### src/rtl/td4_prog_ctrl_if.sv
// Program-store loader port for td4_prog_ctrl: the host writes one byte
// per accepted valid/ready beat.
interface td4_prog_ctrl_if;
    logic       ld_valid;
    logic       ld_ready;
    logic [3:0] ld_addr;
    logic [7:0] ld_data;

    modport master (
        output ld_valid,
        output ld_addr,
        output ld_data,
        input  ld_ready
    );

    modport slave (
        input  ld_valid,
        input  ld_addr,
        input  ld_data,
        output ld_ready
    );
endinterface

### src/rtl/td4_prog_ctrl.sv
// Program-memory and run controller for the TD4 4-bit core.
// Holds a 16x8 writable program store, serves it to the core's ROM pins and
// sequences the core through reset, run, halt, single-step and breakpoint.
// While the core must not advance it is fed JMP-to-self, which freezes the
// PC and leaves A and B untouched.
module td4_prog_ctrl #(
    parameter int unsigned RST_CYCLES = 3,
    parameter int unsigned CNT_W      = 16
) (
    input  logic             clk,
    input  logic             clr_n,
    td4_prog_ctrl_if.slave   ld,
    input  logic             cmd_run,
    input  logic             cmd_halt,
    input  logic             cmd_step,
    input  logic             cmd_reset,
    input  logic             bp_en,
    input  logic [3:0]       bp_addr,
    output logic             core_clr_n,
    input  logic [3:0]       core_addr,
    output logic [7:0]       core_data,
    output logic             halted,
    output logic             step_done,
    output logic             bp_hit,
    output logic [CNT_W-1:0] instr_count
);

    localparam int unsigned     RC_W    = (RST_CYCLES > 1) ? $clog2(RST_CYCLES) : 1;
    localparam logic [RC_W-1:0] RC_LAST = RC_W'(RST_CYCLES - 1);

    typedef enum logic [2:0] {
        S_IDLE,
        S_RESET,
        S_RUN,
        S_HALT,
        S_STEP
    } state_t;

    state_t          state;
    state_t          state_next;
    logic [7:0]      store [16];
    logic [RC_W-1:0] rst_cnt;
    logic            bp_skip;

    logic            hit;
    logic            exec;
    logic            rst_start;
    logic            ld_ok;

    // Next-state selection, breakpoint detection and execute qualification
    always_comb begin
        state_next = state;
        hit        = (state == S_RUN) && bp_en && (core_addr == bp_addr) && !bp_skip;
        exec       = ((state == S_RUN) && !hit) || (state == S_STEP);

        unique case (state)
            S_IDLE: begin
                if (cmd_run) state_next = S_RESET;
            end
            S_RESET: begin
                if (cmd_reset)               state_next = S_RESET;
                else if (rst_cnt == RC_LAST) state_next = S_RUN;
            end
            S_RUN: begin
                if (cmd_reset)            state_next = S_RESET;
                else if (hit || cmd_halt) state_next = S_HALT;
            end
            S_HALT: begin
                if (cmd_reset)     state_next = S_RESET;
                else if (cmd_step) state_next = S_STEP;
                else if (cmd_run)  state_next = S_RUN;
            end
            S_STEP: begin
                if (cmd_reset) state_next = S_RESET;
                else           state_next = S_HALT;
            end
            default: state_next = S_IDLE;
        endcase

        // A fresh count starts on any entry into RESET, including a re-issued
        // cmd_reset while already counting.
        rst_start = (state_next == S_RESET) && ((state != S_RESET) || cmd_reset);
    end

    assign ld_ok       = (state == S_IDLE) || (state == S_HALT);
    assign ld.ld_ready = ld_ok;
    assign halted      = (state == S_HALT);
    assign core_data   = exec ? store[core_addr] : {4'b1111, core_addr};

    // State, reset counter, status pulses, instruction counter and program store
    always_ff @(posedge clk) begin
        if (!clr_n) begin
            state       <= S_IDLE;
            rst_cnt     <= '0;
            bp_skip     <= 1'b0;
            core_clr_n  <= 1'b0;
            step_done   <= 1'b0;
            bp_hit      <= 1'b0;
            instr_count <= '0;
            for (int unsigned i = 0; i < 16; i++) begin
                store[i] <= '0;
            end
        end else begin
            state      <= state_next;
            core_clr_n <= (state_next == S_RUN) || (state_next == S_HALT) ||
                          (state_next == S_STEP);
            step_done  <= (state == S_STEP) && (state_next == S_HALT);
            bp_hit     <= hit && (state_next == S_HALT);

            if (rst_start)             rst_cnt <= '0;
            else if (state == S_RESET) rst_cnt <= rst_cnt + RC_W'(1);

            if ((state == S_HALT) && (state_next == S_RUN)) bp_skip <= 1'b1;
            else if (state == S_RUN)                        bp_skip <= 1'b0;

            if (rst_start)
                instr_count <= '0;
            else if (exec && (instr_count != '1))
                instr_count <= instr_count + CNT_W'(1);

            if (ld.ld_valid && ld_ok) store[ld.ld_addr] <= ld.ld_data;
        end
    end

endmodule

### src/flat_wrapper.sv
// flat-port wrapper written by rule: the top's interface ports become plain ports
module td4_prog_ctrl_flat 
#(
    parameter int unsigned RST_CYCLES = 3,
    parameter int unsigned CNT_W      = 16
)
  (clk, clr_n, cmd_run, cmd_halt, cmd_step, cmd_reset, bp_en, bp_addr, core_clr_n, core_addr, core_data, halted, step_done, bp_hit, instr_count, ld_ld_valid, ld_ld_addr, ld_ld_data, ld_ld_ready);
  td4_prog_ctrl_if ld_i ();
  input  logic clk;
  input  logic clr_n;
  input  logic cmd_run;
  input  logic cmd_halt;
  input  logic cmd_step;
  input  logic cmd_reset;
  input  logic bp_en;
  input  logic [3:0] bp_addr;
  output logic core_clr_n;
  input  logic [3:0] core_addr;
  output logic [7:0] core_data;
  output logic halted;
  output logic step_done;
  output logic bp_hit;
  output logic [CNT_W-1:0] instr_count;
  input wire logic [$bits(ld_i.ld_valid)-1:0] ld_ld_valid;
  input wire logic [$bits(ld_i.ld_addr)-1:0] ld_ld_addr;
  input wire logic [$bits(ld_i.ld_data)-1:0] ld_ld_data;
  output wire logic [$bits(ld_i.ld_ready)-1:0] ld_ld_ready;
  assign ld_i.ld_valid = ld_ld_valid;
  assign ld_i.ld_addr = ld_ld_addr;
  assign ld_i.ld_data = ld_ld_data;
  assign ld_ld_ready = ld_i.ld_ready;
  td4_prog_ctrl #(.RST_CYCLES(RST_CYCLES), .CNT_W(CNT_W)) u_core (.clk(clk), .clr_n(clr_n), .ld(ld_i), .cmd_run(cmd_run), .cmd_halt(cmd_halt), .cmd_step(cmd_step), .cmd_reset(cmd_reset), .bp_en(bp_en), .bp_addr(bp_addr), .core_clr_n(core_clr_n), .core_addr(core_addr), .core_data(core_data), .halted(halted), .step_done(step_done), .bp_hit(bp_hit), .instr_count(instr_count));
endmodule
### config.mk
export PLATFORM = sky130hd
export DESIGN_NAME = td4_prog_ctrl_flat
export DESIGN_NICKNAME = d
export VERILOG_FILES = /design/src/rtl/td4_prog_ctrl_if.sv /design/src/rtl/td4_prog_ctrl.sv /design/src/flat_wrapper.sv
export SDC_FILE = /design/constraint.sdc
export NUM_CORES = 1
export LEC_CHECK = 0
export CORE_UTILIZATION = 40
export DETAILED_ROUTE_END_ITERATION = 6
export PLACE_DENSITY = 0.62
export SETUP_SLACK_MARGIN = 0.4
export SLEW_MARGIN = 40
export SYNTH_ARGS = -nofsm -noshare
export SYNTH_HDL_FRONTEND = slang
export SYNTH_SLANG_ARGS = --single-unit
### constraint.sdc
create_clock -name clk -period 5.4 [get_ports clk]
set_input_delay 1.62 -clock clk [delete_from_list [all_inputs] [get_ports clk]]
set_output_delay 1.62 -clock clk [all_outputs]
set_load 0.05 [all_outputs]
==> results of run 1 <==
-- cell usage after synthesis (2+ instances only) --
master / instances / area, sq um
and2_1: 131 / 820
edfxtp_1: 128 / 3840
mux4_2: 37 / 833
dfxtp_1: 25 / 500
o21ai_0: 20 / 100
nand2_1: 19 / 71.3
nor2_1: 18 / 67.6
clkbuf_1: 17 / 63.8
a22oi_1: 15 / 113
nand2b_1: 14 / 87.6
nand3_1: 10 / 50.1
a21oi_1: 9 / 45.0
buf_2: 9 / 45.0
o31ai_1: 9 / 67.6
or4_1: 9 / 67.6
or3_1: 7 / 43.8
nor3_1: 6 / 30.0
inv_1: 5 / 18.8
a31oi_1: 4 / 25.0
xor2_1: 4 / 35.0
and3_1: 3 / 18.8
mux2_2: 3 / 33.8
mux2i_1: 3 / 30.0
nand3b_1: 3 / 22.5
nand4_1: 3 / 18.8
nor2_2: 3 / 18.8
nor2b_1: 3 / 18.8
a21o_1: 2 / 15.0
a221oi_1: 2 / 17.5
buf_4: 2 / 15.0
ha_1: 2 / 25.0
xnor2_1: 2 / 17.5
-- power by group through the flow --
| stage | registers (mW) | clock network (mW) | logic [mW] |
|---|---|---|---|
| 6_report | 1.33 | 1.29 | 0.237 |
| 5_1_grt | 1.33 | 1.34 | 0.254 |
| 4_1_cts | 1.33 | 1.30 | 0.240 |
| 3_5_place_dp | 1.35 | 0 | 0.226 |
| 3_3_place_gp | 1.35 | 0 | 0.225 |
| 2_1_floorplan | 1.35 | 0 | 0.133 |
-- routing by layer --
metal / GRT usage (%) / wire length, um / vias up
li1: - / - / 2212
met1: 28.0 / 8070 / 2397
met2: 34.6 / 9200 / 134
met3: 3.42 / 791 / 14
met4: 6.23 / 193 / 0
met5: 0 / 0 / -
-- how the worst max path moves through the flow --
stage               slack, ns           end  cells after the start
global placement        -0.13  core_data[1]                      7
finish                   0.44  core_data[5]                      6
floorplan                0.40  core_data[2]                      7
CTS                      0.41  core_data[3]                      7
detailed placement       0.02  core_data[5]                      6
global route             0.39  core_data[5]                      6
-- sequential cells by signal, indices dropped and copies added, names as in the netlist --
register	count
u_core.rst_cnt	2
u_core.state	3
u_core.core_clr_n	1
u_core.bp_skip	1
u_core.step_done	1
u_core.instr_count	16
u_core.store	128
u_core.bp_hit	1
-- worst max-delay path, cell delays in order --
cell and delay [ns]:
buf_6 0.14, buf_12 0.16, mux4_2 0.54, mux4_2 0.48, nand2b_2 0.21, buf_4 0.19
-- logic make-up (layout without fill, tap and decap cells) --
group           Yosys count  count (layout)
xor+xnor                  6               6
flops                   153             153
buf+inv                  36             127
fa+ha+maj                 2               2
compound gates           69              69
mux                      43              43
simple gates            237             237
-- area by class of cell --
type	count	area [sq um]
well taps	229	287
inverters	5	18.8
flip-flops and latches	153	4340
multi-input cells	357	2940
clock buffers	17	425
clock inverters	15	214
fillers	1524	8860
repair buffers	90	936
-- per-stage QoR --
stage,setup WS [ns],util [%],power [mW]
global placement,-0.127,46.4,1.58
global route,0.389,50.9,2.93
CTS,0.408,50.8,2.86
detailed placement,0.0190,46.4,1.58
floorplan,0.402,-,1.48
finish,0.436,50.9,2.85
-- what timing repair did --
action	4_1_cts	5_1_grt
gates cloned	3	0
gates resized for setup	13	2
pin swaps	1	0
setup buffers	5	0
setup endpoints to repair	8	8
==> flow_summary.ini, run 1 <==
[placement]
place_inst = 826
placed_cell_area_sq_um = 8360
numPortBuffers = 56
hpwl_um = 12200
gp_congestion = 0.841

[yosys]
ys_async_sr_fraction_pct = 0
synthCells = 546
post_synth_xor_area_fraction_pct = 0.714
synthDistinctLibCells = 51
synth-compound-area-share_pct = 6.31
synth_mux_area_share_pct = 12.2
synthAdderAreaFrac_pct = 0.340
synth_top_family_by_area = simple AND/OR/NAND/NOR gates
synth_area_sq_um = 7360
yosys_register_bits = 153
yosysWarnings = 0
synth_top_flop_cell = edfxtp_1
synth-edff-count = 128
syn_nets = 576
synth_area_per_cell_sq_um = 13.5
synthSimpleGateAreaFrac_pct = 19.2
seq_area_frac_synth_pct = 59.0

[timing]
worstMarginPinSlew_ns = 0.747
tns_ns = 0
whs_ns = 0.490
timing.fmax_mhz = 201
min_period_over_period_pct = 91.9
skew_ns = 0.00902
hold_violations = 0
slew_viol_final = 0
period_needed_ns = 4.96
setup_viol = 0
rsz0062_at_grt = true
slew_headroom_pct = 50.0

[grt]
grt.overflow.total = 0
antenna_found_initial = 0
grt_pass1_vias = 4664
grt_max_degree = 30
grt_pass1_wl_um = 27900
grt_usage_pct = 20.8

[clocking]
htree_levels = 4
cts.sinks = 153
cts_buffer_depth = 2
clock_latency_ns = 0.43
cts_root_buf = clkbuf_16
cts_tree = built
hold_buffers = 0
clkSlewWorstSetupHoldPaths_ns = 0.06
cts_buffers = 17

[critical_path]
endpoint_kind = primary output
startpoint = core_addr[0]
startpoint_type = primary input
required_ns = 3.78
reg2reg_slack_ns = 2.47
ff2ff_path_depth = 5
crit_type = primary input to primary output
cp.arrival_ns = 3.34
critPathMaxFanout = 9
regToRegStartpoint = u_core.state[1]$_SDFF_PN0_
reg2reg_to = u_core.store[0][3]$_SDFFCE_PN0P_

[final_layout]
drive_gt1_share_pct = 21.2
final_cell_mix = 131 x and2_1, 128 x edfxtp_1, 45 x clkdlybuf4s50_1, 37 x mux4_2, 32 x buf_4
final_nets = 654
syn2layout_area_growth_pct = 24.5
diodes = 0
final_common_cell = and2_1
finish.instance_area_sq_um = 9170
fin_cells = 866

[floorplan]
die_w_um = 138
row_count = 49
fp.dieH_um = 138
dieArea_sq_um = 18900
start_util_pct = 40.8
core_sq_um = 18000
boundaryPins = 57

[min_path]
min_from = u_core.bp_skip$_SDFFE_PN0P_
holdPathEnd = u_core.bp_skip$_SDFFE_PN0P_
hold_class = register to register
min_path_cells = 2

[power_and_ir_drop]
p_seq_share_pct = 46.6
pwr-share-comb_pct = 8.3
leakagePower_nw = 3.27
p_sw_mw = 0.648
internal_power_mw = 2.20
vdd_drop_max_mv = 0.208
power_frac_clock_pct = 45.1
powerDensity_nw_per_um2 = 311
switching_share_pct = 22.7

[detailed_routing]
drtIter0Drc = 440
wl_per_cell_um = 21.1
drtPass1Iterations = 4
wl_um = 18300
viasPerCell = 5.49
ant_nets = 0
vias = 4757
drc_errors = 0

[run_status]
status = complete, no violations

[run]
drv_cap = 0
Note: power is estimated with default switching activity, not from simulation.
==> run 2: changes to the inputs <==
--- a/config.mk
+++ b/config.mk
@@ -5,9 +5,10 @@
 export SDC_FILE = /design/constraint.sdc
 export NUM_CORES = 1
 export LEC_CHECK = 0
-export CORE_UTILIZATION = 40
+export CORE_UTILIZATION = 42
+export CTS_CLUSTER_SIZE = 12
 export DETAILED_ROUTE_END_ITERATION = 6
-export PLACE_DENSITY = 0.62
+export PLACE_DENSITY = 0.65
 export SETUP_SLACK_MARGIN = 0.4
 export SLEW_MARGIN = 40
 export SYNTH_ARGS = -nofsm -noshare
==> flow_summary.ini, run 2 (same netlist as run 1, synthesis figures left out) <==
[detailed_routing]
vias = 4883
drtPass1Iterations = 5
wl_um = 17800
ant_nets = 0
drtIter0Drc = 312
drc_errors = 0
viasPerCell = 5.67
wl_per_cell_um = 20.7

[timing]
slew_headroom_pct = 51.0
worstMarginPinSlew_ns = 0.728
whs_ns = 0.506
rsz0062_at_grt = false
min_period_over_period_pct = 91.9
setup_viol = 0
skew_ns = 0.0103
tns_ns = 0
hold_violations = 0
period_needed_ns = 4.96
slew_viol_final = 0
timing.fmax_mhz = 201

[power_and_ir_drop]
pwr-share-comb_pct = 8.7
leakagePower_nw = 3.24
power_frac_clock_pct = 42.8
vdd_drop_max_mv = 0.230
switching_share_pct = 24.1
powerDensity_nw_per_um2 = 300
p_seq_share_pct = 48.5
p_sw_mw = 0.659
internal_power_mw = 2.08

[run]
drv_cap = 0

[final_layout]
drive_gt1_share_pct = 20.9
final_common_cell = and2_1
finish.instance_area_sq_um = 9110
final_nets = 653
syn2layout_area_growth_pct = 23.8
final_cell_mix = 131 x and2_1, 128 x edfxtp_1, 45 x clkdlybuf4s50_1, 37 x mux4_2, 29 x buf_4
largest_register_ffs = 128
top_regs = u_core.store (128), u_core.instr_count (16), u_core.state (3)
nFillCells = 1444
top_register = u_core.store
diodes = 0

[grt]
grt_max_degree = 30
antenna_found_initial = 0
grt_pass1_wl_um = 28000
grt_pass1_vias = 4857
grt.overflow.total = 0
grt_usage_pct = 21.5

[clocking]
cts_buffer_depth = 2
cts.sinks = 153
cts_root_buf = clkbuf_16
htree_levels = 4
clock_latency_ns = 0.43
cts_tree = built
clkSlewWorstSetupHoldPaths_ns = 0.06
cts_buffers = 17

[critical_path]
cp.arrival_ns = 3.34
startpoint_type = primary input
critPathMaxFanout = 7
crit_type = primary input to primary output
endpoint_kind = primary output
required_ns = 3.78

[placement]
gp_congestion = 0.802
numPortBuffers = 56
hpwl_um = 12100
placed_cell_area_sq_um = 8380

[floorplan]
start_util_pct = 42.8
core_sq_um = 17200
die_w_um = 134
boundaryPins = 57
fp.dieH_um = 134
dieArea_sq_um = 18100
row_count = 48

[run_status]
status = complete, no violations

[min_path]
hold_class = register to register
==> run 2: cell count changes in the layout (fill, tap and decap cells not counted), moves of 3 or more <==
| cell | before | now |
|---|---|---|
| clkinv_4 | 4 | 1 |
| buf_4 | 32 | 29 |
| inv_8 | 0 | 3 |
| bufinv_16 | 4 | 1 |
==> run 2: timing repair <==
action                                  4_1_cts  5_1_grt
pin swaps                                     1        0
resized for setup                            12        6
gates cloned                                  3        0
buffers inserted                              2        0
endpoints found under the hold margin         0        0
hold buffers                                  0        0
endpoints found under the setup margin        8        6
==> run 2: power groups by stage <==
stage               sequential [mW]  clock [mW]  combinational, mW
floorplan                      1.35           0              0.133
global placement               1.35           0              0.224
detailed placement             1.35           0              0.226
CTS                            1.33        1.18              0.239
global route                   1.33        1.24              0.254
finish                         1.33        1.17              0.239
==> run 2: routing by layer <==
metal	track usage (%)	wire [um]	up-vias
met5	0	0	-
met4	7.55	352	0
met3	5.29	991	21
met2	36.4	9220	170
met1	26.7	7280	2471
li1	-	-	2221
==> run 2: final timing paths <==
check | cells past startpoint | startpoint | slack [ns] | to
worst min-delay path | 2 | u_core.bp_skip$_SDFFE_PN0P_ | 0.51 | u_core.bp_skip$_SDFFE_PN0P_
worst max-delay path | 6 | core_addr[0] | 0.44 | core_data[5]
worst min register to register | 2 | u_core.bp_skip$_SDFFE_PN0P_ | 0.51 | u_core.bp_skip$_SDFFE_PN0P_
worst max register to register | 5 | u_core.state[1]$_SDFF_PN0_ | 2.70 | u_core.store[0][5]$_SDFFCE_PN0P_
==> run 2: critical path, stage by stage <==
cell,delay [ns]
buf_8,0.14
buf_12,0.15
mux4_2,0.56
mux4_2,0.49
nand2b_2,0.18
buf_4,0.18
==> run 2: area by class of cell <==
cell class              instances  area (sq um)  share of cell area [%]
inverters                       5          18.8                   0.206
clock buffers                  18           429                    4.71
well taps                     225           282                    3.09
repair buffers                 89           933                    10.2
flip-flops and latches        153          4340                    47.7
multi-input cells             357          2950                    32.3
clock inverters                14           156                    1.72
==> run 2: through the flow <==
stage | power, mW | worst slack (ns) | util [%] | cells
2_1_floorplan | 1.48 | 0.402 | - | 546
3_3_place_gp | 1.57 | 0.0778 | 48.8 | 824
3_5_place_dp | 1.58 | 0.0640 | 48.8 | 824
4_1_cts | 2.75 | 0.400 | 52.9 | 861
5_1_grt | 2.83 | 0.407 | 53.0 | 861
6_report | 2.74 | 0.436 | 53.0 | 861
==> run 3: changes to the inputs <==
--- a/config.mk
+++ b/config.mk
@@ -5,11 +5,13 @@
 export SDC_FILE = /design/constraint.sdc
 export NUM_CORES = 1
 export LEC_CHECK = 0
+export CAP_MARGIN = 20
 export CORE_UTILIZATION = 42
 export CTS_CLUSTER_SIZE = 12
 export DETAILED_ROUTE_END_ITERATION = 6
 export PLACE_DENSITY = 0.65
 export SETUP_SLACK_MARGIN = 0.4
+export SKIP_LAST_GASP = 1
 export SLEW_MARGIN = 40
 export SYNTH_ARGS = -nofsm -noshare
 export SYNTH_HDL_FRONTEND = slang
==> results of run 3 <==
Final layout, timing and power as in run 2 (identical DEF).
